--- src/rtl/mips_pkg.sv ---
// Shared opcode/funct constants, FSM state codes and datapath mux encodings
// for the multicycle MIPS control path. Types and constants only.
// No timing or flow control of its own.
package mips_pkg;

    localparam logic [5:0] OP_RTYPE = 6'b000000;
    localparam logic [5:0] OP_LW    = 6'b100011;
    localparam logic [5:0] OP_SW    = 6'b101011;
    localparam logic [5:0] OP_ADDI  = 6'b001000;
    localparam logic [5:0] OP_BEQ   = 6'b000100;
    localparam logic [5:0] OP_J     = 6'b000010;

    localparam logic [5:0] FN_ADD = 6'b100000;
    localparam logic [5:0] FN_SUB = 6'b100010;
    localparam logic [5:0] FN_AND = 6'b100100;
    localparam logic [5:0] FN_OR  = 6'b100101;
    localparam logic [5:0] FN_SLT = 6'b101010;

    typedef enum logic [3:0] {
        S_FETCH     = 4'd0,
        S_DECODE    = 4'd1,
        S_MEM_ADDR  = 4'd2,
        S_MEM_READ  = 4'd3,
        S_MEM_WB    = 4'd4,
        S_MEM_WRITE = 4'd5,
        S_R_EXEC    = 4'd6,
        S_R_WB      = 4'd7,
        S_ADDI_EXEC = 4'd8,
        S_ADDI_WB   = 4'd9,
        S_BRANCH    = 4'd10,
        S_JUMP      = 4'd11
    } state_t;

    localparam logic [1:0] SRCB_B      = 2'b00;
    localparam logic [1:0] SRCB_FOUR   = 2'b01;
    localparam logic [1:0] SRCB_IMM    = 2'b10;
    localparam logic [1:0] SRCB_IMM_SH = 2'b11;

    localparam logic [1:0] ALU_ADD   = 2'b00;
    localparam logic [1:0] ALU_SUB   = 2'b01;
    localparam logic [1:0] ALU_FUNCT = 2'b10;

    localparam logic [1:0] PC_ALU    = 2'b00;
    localparam logic [1:0] PC_ALUOUT = 2'b01;
    localparam logic [1:0] PC_JUMP   = 2'b10;

    typedef enum logic [2:0] {
        CLS_NONE, CLS_RTYPE, CLS_LW, CLS_SW, CLS_ADDI, CLS_BEQ, CLS_J
    } instr_class_t;

    typedef struct packed {
        instr_class_t cls;
        logic         valid;
    } dec_t;

    typedef struct packed {
        logic       pc_write;
        logic       pc_write_cond;
        logic       i_or_d;
        logic       mem_read;
        logic       mem_write;
        logic       ir_write;
        logic       mem_to_reg;
        logic       reg_dst;
        logic       reg_write;
        logic       alu_src_a;
        logic [1:0] alu_src_b;
        logic [1:0] alu_op;
        logic [1:0] pc_source;
        logic       illegal;
    } ctrl_t;

endpackage

--- src/rtl/instr_decode.sv ---
// Classifies opcode/funct into an instruction class plus a valid flag.
// Purely combinational, zero cycles.
// No flow control.
module instr_decode
    import mips_pkg::*;
(
    input  logic [5:0] opcode,
    input  logic [5:0] funct,
    output dec_t       dec
);

    always_comb begin
        dec = '{cls: CLS_NONE, valid: 1'b0};
        case (opcode)
            OP_RTYPE: begin
                if (funct inside {FN_ADD, FN_SUB, FN_AND, FN_OR, FN_SLT})
                    dec = '{cls: CLS_RTYPE, valid: 1'b1};
            end
            OP_LW:    dec = '{cls: CLS_LW,   valid: 1'b1};
            OP_SW:    dec = '{cls: CLS_SW,   valid: 1'b1};
            OP_ADDI:  dec = '{cls: CLS_ADDI, valid: 1'b1};
            OP_BEQ:   dec = '{cls: CLS_BEQ,  valid: 1'b1};
            OP_J:     dec = '{cls: CLS_J,    valid: 1'b1};
            default:  dec = '{cls: CLS_NONE, valid: 1'b0};
        endcase
    end

endmodule

--- src/rtl/multicycle_control.sv ---
// Moore control FSM for a multicycle MIPS datapath.
// 3-5 cycles per instruction, plus one per cycle mem_ready is low in a memory state.
// Memory states stall on mem_ready (ignored when MEM_WAIT_EN=0).
module multicycle_control
    import mips_pkg::*;
#(
    parameter bit MEM_WAIT_EN = 1'b1
) (
    input  logic       clk,
    input  logic       reset,
    input  logic [5:0] opcode,
    input  logic [5:0] funct,
    input  logic       mem_ready,
    output logic       pc_write,
    output logic       pc_write_cond,
    output logic       i_or_d,
    output logic       mem_read,
    output logic       mem_write,
    output logic       ir_write,
    output logic       mem_to_reg,
    output logic       reg_dst,
    output logic       reg_write,
    output logic       alu_src_a,
    output logic [1:0] alu_src_b,
    output logic [1:0] alu_op,
    output logic [1:0] pc_source,
    output logic       illegal,
    output logic [3:0] state
);

    state_t cur_state, nxt_state;
    dec_t   dec;
    ctrl_t  ctrl;
    logic   rdy;

    assign rdy = MEM_WAIT_EN ? mem_ready : 1'b1;

    instr_decode u_decode (
        .opcode (opcode),
        .funct  (funct),
        .dec    (dec)
    );

    always_ff @(posedge clk or posedge reset) begin
        if (reset) cur_state <= S_FETCH;
        else       cur_state <= nxt_state;
    end

    always_comb begin
        ctrl      = '0;
        nxt_state = cur_state;
        case (cur_state)
            S_FETCH: begin
                ctrl.mem_read  = 1'b1;
                ctrl.alu_src_b = SRCB_FOUR;
                ctrl.alu_op    = ALU_ADD;
                ctrl.pc_source = PC_ALU;
                if (rdy) begin
                    ctrl.ir_write = 1'b1;
                    ctrl.pc_write = 1'b1;
                    nxt_state     = S_DECODE;
                end
            end
            S_DECODE: begin
                ctrl.alu_src_b = SRCB_IMM_SH;
                ctrl.alu_op    = ALU_ADD;
                // Unsupported encodings drop straight back to FETCH with only the flag raised.
                if (!dec.valid) begin
                    ctrl.illegal = 1'b1;
                    nxt_state    = S_FETCH;
                end else begin
                    case (dec.cls)
                        CLS_LW, CLS_SW: nxt_state = S_MEM_ADDR;
                        CLS_RTYPE:      nxt_state = S_R_EXEC;
                        CLS_ADDI:       nxt_state = S_ADDI_EXEC;
                        CLS_BEQ:        nxt_state = S_BRANCH;
                        CLS_J:          nxt_state = S_JUMP;
                        default:        nxt_state = S_FETCH;
                    endcase
                end
            end
            S_MEM_ADDR: begin
                ctrl.alu_src_a = 1'b1;
                ctrl.alu_src_b = SRCB_IMM;
                ctrl.alu_op    = ALU_ADD;
                if (dec.cls == CLS_SW)      nxt_state = S_MEM_WRITE;
                else if (dec.cls == CLS_LW) nxt_state = S_MEM_READ;
                else                        nxt_state = S_FETCH;
            end
            S_MEM_READ: begin
                ctrl.mem_read = 1'b1;
                ctrl.i_or_d   = 1'b1;
                if (rdy) nxt_state = S_MEM_WB;
            end
            S_MEM_WB: begin
                ctrl.reg_write  = 1'b1;
                ctrl.mem_to_reg = 1'b1;
                nxt_state       = S_FETCH;
            end
            S_MEM_WRITE: begin
                ctrl.mem_write = 1'b1;
                ctrl.i_or_d    = 1'b1;
                if (rdy) nxt_state = S_FETCH;
            end
            S_R_EXEC: begin
                ctrl.alu_src_a = 1'b1;
                ctrl.alu_src_b = SRCB_B;
                ctrl.alu_op    = ALU_FUNCT;
                nxt_state      = S_R_WB;
            end
            S_R_WB: begin
                ctrl.reg_write = 1'b1;
                ctrl.reg_dst   = 1'b1;
                nxt_state      = S_FETCH;
            end
            S_ADDI_EXEC: begin
                ctrl.alu_src_a = 1'b1;
                ctrl.alu_src_b = SRCB_IMM;
                ctrl.alu_op    = ALU_ADD;
                nxt_state      = S_ADDI_WB;
            end
            S_ADDI_WB: begin
                ctrl.reg_write = 1'b1;
                nxt_state      = S_FETCH;
            end
            S_BRANCH: begin
                ctrl.alu_src_a     = 1'b1;
                ctrl.alu_src_b     = SRCB_B;
                ctrl.alu_op        = ALU_SUB;
                ctrl.pc_write_cond = 1'b1;
                ctrl.pc_source     = PC_ALUOUT;
                nxt_state          = S_FETCH;
            end
            S_JUMP: begin
                ctrl.pc_write  = 1'b1;
                ctrl.pc_source = PC_JUMP;
                nxt_state      = S_FETCH;
            end
            default: nxt_state = S_FETCH;
        endcase
    end

    // Reset parks the FSM in FETCH; strobes stay quiet until reset is released.
    assign pc_write      = ctrl.pc_write  & ~reset;
    assign ir_write      = ctrl.ir_write  & ~reset;
    assign reg_write     = ctrl.reg_write & ~reset;
    assign mem_write     = ctrl.mem_write & ~reset;
    assign illegal       = ctrl.illegal   & ~reset;
    assign pc_write_cond = ctrl.pc_write_cond;
    assign i_or_d        = ctrl.i_or_d;
    assign mem_read      = ctrl.mem_read;
    assign mem_to_reg    = ctrl.mem_to_reg;
    assign reg_dst       = ctrl.reg_dst;
    assign alu_src_a     = ctrl.alu_src_a;
    assign alu_src_b     = ctrl.alu_src_b;
    assign alu_op        = ctrl.alu_op;
    assign pc_source     = ctrl.pc_source;
    assign state         = cur_state;

endmodule

--- config.mk ---
export PLATFORM = sky130hd
export DESIGN_NAME = multicycle_control
export DESIGN_NICKNAME = d
export VERILOG_FILES = /design/src/rtl/mips_pkg.sv /design/src/rtl/instr_decode.sv /design/src/rtl/multicycle_control.sv
export SDC_FILE = /design/constraint.sdc
export NUM_CORES = 1
export LEC_CHECK = 0
export BUFFER_PORTS_ARGS = -buffer_cell sky130_fd_sc_hd__buf_4
export CORE_MARGIN = 2
export CORE_UTILIZATION = 45
export DETAILED_ROUTE_END_ITERATION = 8
export GPL_TIMING_DRIVEN = 0
export MAX_ROUTING_LAYER = met4
export PLACE_DENSITY = 0.85
export SKIP_CTS_REPAIR_TIMING = 1
export SYNTH_ARGS = -nofsm -noshare
export SYNTH_HDL_FRONTEND = slang
export SYNTH_HIERARCHICAL = 1
export SYNTH_SLANG_ARGS = --single-unit
--- constraint.sdc ---
create_clock -name clk -period 2.6 [get_ports clk]
set_clock_uncertainty 0.05 [all_clocks]
set_input_delay 0.52 -clock clk [delete_from_list [all_inputs] [get_ports clk]]
set_output_delay 0.52 -clock clk [all_outputs]
set_load 0.02 [all_outputs]
==> flow_summary.ini, run 1 <==
[timing]
slew_headroom = 0.512
tightest_slew_ns = 0.725
finalCritPeriodShare = 0.876
tns_ns = 0
fin_crit_ns = 2.28
fmaxAchievable_mhz = 439
finalSetupViolations = 0
hold_viol = 0
maxSlewViolCount = 0
rsz0062_at_grt = no

[clock_network]
cts_max_path_buffers = 2
numCtsBuffers = 3
insertion_delay_ns = 0.22
cts_max_level = 1
clkTransAtPathRegs_ns = 0.03
cts_root_buf = clkbuf_4
cts_tree = yes
clkSinkCount = 4

[synthesis]
yosys.area.top_type = dfrtp_1
ys_warn_count = 6
ys_ff_latch = 4
synthTopCellsByCount = 12 x nor2_1, 8 x nor3_1, 6 x a21oi_1, 6 x buf_2
syn-cell-area_um2 = 706
ys.flop_type = dfrtp_1
synth.area.top_cells = dfrtp_1 14%, nor2_1 6.4%, nor3_1 5.7%
synth_top_cell_area_share = 0.142
synth_cell_types = 41
syn_area_per_cell_um2 = 6.99
seq_area_frac_synth = 0.142
netlist_instances = 101
synth_most_common_cell = nor2_1
async_flop_share = 1.00
synth_nets = 116
synth_edf_count = 0

[grt]
track_usage = 0.210
grt_pass1_wl_um = 3140
antenna_found_initial = 0
grt_max_degree = 11
grt_pass1_vias = 728
grt_remaining_overflow = 0

[critical_path]
worst_path_most_repeated_cell = o21ai_1
path_max_fanout = 9
crit_slowest_cell = nor4_1
arrival_ns = 2.31
path_cells = buf_4 -> o21ai_0 -> o21ai_1 -> nor4_1 -> nor2b_1 -> o311a_1 -> a311oi_1 -> o21ai_1
slowest_delay_ns = 0.56
crit_path_end_kind = flop
worstSetupPathType = input port to flop
required_ns = 2.64
start_kind = input port

[power]
powerDensity_nw_per_um2 = 237
p_leak_nw = 0.449
peakVddDrop_mv = 0.246

[route]
vias = 870
drt-pass1-iter-count = 4
wl_per_cell_um = 12.1
initialDrtViolationCount = 22
totalWireLength_um = 1840
via_per_inst = 5.72
drtAntennaViolNets = 0
drc = 0

[cells_and_area]
layout-drive-gt1-share = 0.360
fin_area_um2 = 988
area_growth_pct = 40.1
fill_cells = 137
nets = 153
final_core_util = 0.664
largest_reg_flops = 4
num_antenna_cells = 0
stdcell_count = 152

[floorplanning]
core_um2 = 1490
rows = 14
die_height_um = 43.6
io_pins = 36
die_w_um = 43.6
die_area_um2 = 1900
start_util = 0.474

[place]
hpwl_um = 1510
gp_routability_congestion = 0.843
port_buffers = 32
post-place-cells = 149
dpl_cell_area_um2 = 966

[run_status]
status = completed

[min_path]
hold_class = input port to asynchronous set/reset pin

[flow_run]
maxCapViolations = 0
-- path summary, 6_finish.rpt --
kind / slack [ns] / depth (start not counted) / end / startpoint
max in group asynchronous: 2.19 / 2 / state[0]$_DFFE_PP0P_ / reset
setup / recovery: 0.32 / 8 / state[0]$_DFFE_PP0P_ / opcode[3]
min in group clk: 0.65 / 4 / state[3]$_DFFE_PP0P_ / opcode[4]
setup reg to reg: 1.11 / 4 / state[0]$_DFFE_PP0P_ / state[0]$_DFFE_PP0P_
hold / removal: 0.16 / 2 / state[1]$_DFFE_PP0P_ / reset
hold reg to reg: 0.76 / 2 / state[1]$_DFFE_PP0P_ / state[1]$_DFFE_PP0P_
-- kinds of logic (layout without fill, tap and decap cells) --
group	count (synthesis)	in the layout	share of synthesized area
xor gates and xnor gates	3	3	0.0372
and+or+nand+nor	52	52	0.427
muxes	1	1	0.0142
buffers and inverters	14	49	0.117
DFF	4	4	0.142
AOI/OAI and AO/OA	27	27	0.262
-- cell type report --
class                   count  area, µm²  share of cell area
multi-input cells          83        523               0.529
plain buffers              11       71.3              0.0722
inverters                   3       11.3              0.0114
well taps                  16       20.0              0.0203
clock buffers               3       22.5              0.0228
flip-flops and latches      4        100               0.101
repair buffers             32        240               0.243
-- report_power, final --
part	internal (mW)	total [mW]	switching [mW]
combinational	0.0435	0.0982	0.0547
clock	0.0512	0.0705	0.0193
sequential	0.0643	0.0658	0.00146
total	0.159	0.235	0.0755
-- stage by stage --
stage	worst slack, ns	power [mW]	hold slack (ns)
2_1_floorplan	0.238	0.125	0.236
3_3_place_gp	0.174	0.162	0.396
3_5_place_dp	0.142	0.165	0.402
4_1_cts	0.359	0.237	0.167
5_1_grt	0.147	0.248	0.182
6_report	0.322	0.235	0.165
-- cell usage in the layout (no fill, tap or decap), drive strengths merged --
master and instances:
nand2b 4, a211oi 2, xnor2 1, a221oi 1, o21a 1, nand3 1
nor4b 2, nor3b 5, nand4b 1, nand4 1, nor2 12, a41oi 1
mux2i 1, nor3 9, a22o 1, or2 1, dfrtp 4, nor2b 6
a311oi 2, and3 1, a21oi 6, clkbuf 4, a21boi 1, nand2 4
a31oi 2, inv 3, xor2 2, o221ai 1, o311a 1, o21ai 7
or3 1, nor4 3, buf 42, nand3b 1, a31o 1
-- layer usage --
metal | track usage | part of all wire
met3 | 0.0125 | 0.067
met1 | 0.253 | 0.40
met5 | - | 0
met2 | 0.391 | 0.54
met4 | 0.0242 | 0
-- critical path: cells and delay by family --
family | cells | cell delay [ns]
buffers and inverters | 1 | 0.14
and+or+nand+nor | 2 | 0.72
AOI/OAI and AO/OA | 5 | 0.93
Power figures use the tool's default switching activity.
==> run 2, diff against run 1 <==
- CORE_UTILIZATION: 45 -> 46
- PLACE_DENSITY: 0.85 -> 0.87
==> run 2 against run 1 <==
Sequential cell count stayed put. Cell count did not move. First-iteration DRC count is 18% lower. Worst hold slack worse by 0.0066 ns. Final area did not move. Largest power group unchanged. Highest routed layer is now met4.
==> flow_summary.ini, run 2 (synthesis results as in run 1) <==
[run_status]
status = completed

[clock_network]
cts_max_level = 1
clkSinkCount = 4
insertion_delay_ns = 0.23
cts_root_buf = clkbuf_4
clkTransAtPathRegs_ns = 0.04
cts_tree = yes
numCtsBuffers = 3
cts_max_path_buffers = 2

[floorplanning]
io_pins = 36
rows = 14
core_um2 = 1470
start_util = 0.480
die_height_um = 43.2
die_area_um2 = 1860
die_w_um = 43.2

[power]
switching_share = 0.329
clkPwrFrac = 0.308
peakVddDrop_mv = 0.253
powerDensity_nw_per_um2 = 240
p_int_uw = 159
switchingPower_uw = 78.2
pwr-share-seq = 0.276
comb_power_share = 0.416
p_leak_nw = 0.449

[route]
drtAntennaViolNets = 0
via_per_inst = 5.79
initialDrtViolationCount = 18
vias = 880
wl_per_cell_um = 12.4
totalWireLength_um = 1880
drt-pass1-iter-count = 4
drc = 0

[critical_path]
critPathLaunch = opcode[3]
worstSetupPathType = input port to flop
path_max_fanout = 9
start_kind = input port
r2r-end = state[1]$_DFFE_PP0P_
r2r-start = state[3]$_DFFE_PP0P_
endpoint = state[0]$_DFFE_PP0P_
ff2ff_setup_slack_ns = 1.10
required_ns = 2.64
reg2reg_depth = 4
arrival_ns = 2.40
crit_path_end_kind = flop

[timing]
fin_ws_ns = 0.240
rsz0062_at_grt = no
tns_ns = 0
hold_viol = 0
fin_crit_ns = 2.36
fmaxAchievable_mhz = 424
tightest_slew_ns = 0.770
slew_headroom = 0.482
finalSetupViolations = 0
maxSlewViolCount = 0
finalCritPeriodShare = 0.908

[place]
gp_routability_congestion = 0.834
port_buffers = 32
hpwl_um = 1510
dp_slack_ns = 0.148

[cells_and_area]
mostFrequentLayoutCells = 34 x buf_4, 12 x nor2_1, 8 x nor3_1
area_growth_pct = 40.1
num_antenna_cells = 0
largest_reg_flops = 4
layout-drive-gt1-share = 0.360
final_common_cell = buf_4
nets = 153
fill_cells = 129

[flow_run]
maxCapViolations = 0

[grt]
grt_pass1_wl_um = 3150
track_usage = 0.214
grt_remaining_overflow = 0
grt_pass1_vias = 735
grt_max_degree = 11
antenna_found_initial = 0

[min_path]
hold_class = input port to asynchronous set/reset pin
[run 2: cell counts in the layout (fill, tap and decap cells not counted)]
Identical to the previous run, type by type.
[run 2: worst min path at each step]
stage / slack [ns] / start / endpoint / cells past startpoint
after floorplan: 0.24 / reset / state[0]$_DFFE_PP0P_ / 1
after global placement: 0.40 / reset / state[0]$_DFFE_PP0P_ / 2
after detailed placement: 0.40 / reset / state[2]$_DFFE_PP0P_ / 2
after CTS: 0.16 / reset / state[3]$_DFFE_PP0P_ / 2
after global routing: 0.18 / reset / state[2]$_DFFE_PP0P_ / 2
final: 0.16 / reset / state[3]$_DFFE_PP0P_ / 2
[run 2: power groups by stage]
stage	Clock [mW]	Combinational, mW	Sequential, mW
after floorplan	0	0.0569	0.0683
after global placement	0	0.0959	0.0661
after detailed placement	0	0.0984	0.0662
after CTS	0.0752	0.0986	0.0654
after global routing	0.0758	0.108	0.0659
final	0.0731	0.0989	0.0654
[run 2: per-layer routing]
| metal | part of all wire | track usage |
|---|---|---|
| met4 | 0.0090 | 0.0667 |
| met2 | 0.53 | 0.388 |
| met3 | 0.051 | 0.0128 |
| met5 | 0 | - |
| met1 | 0.41 | 0.249 |
[run 2: critical path, stage by stage]
cell	delay (ns)
buf_4	0.14
o21ai_0	0.15
o21ai_1	0.09
nor4_1	0.59
nor2b_1	0.19
o311a_1	0.33
a311oi_1	0.27
o21ai_1	0.10
[run 2: metrics by stage]
step                       util  area, µm²  hold slack, ns  cells  power, mW
after CTS                 0.672        988           0.157    152      0.239
after detailed placement  0.656        966           0.400    149      0.165
after global placement    0.656        966           0.396    149      0.162
after global routing      0.672        988           0.180    152      0.250
after floorplan               -        706           0.236    101      0.125
final                     0.672        988           0.158    152      0.237
[run 2: layout make-up]
| class | count | area [µm²] | share of cell area |
|---|---|---|---|
| sequential | 4 | 100 | 0.101 |
| inverter | 3 | 11.3 | 0.0114 |
| clock buffer | 3 | 22.5 | 0.0228 |
| timing repair buffer | 32 | 240 | 0.243 |
| buffer | 11 | 71.3 | 0.0722 |
| tap | 16 | 20.0 | 0.0203 |
| multi-input combinational | 83 | 523 | 0.529 |
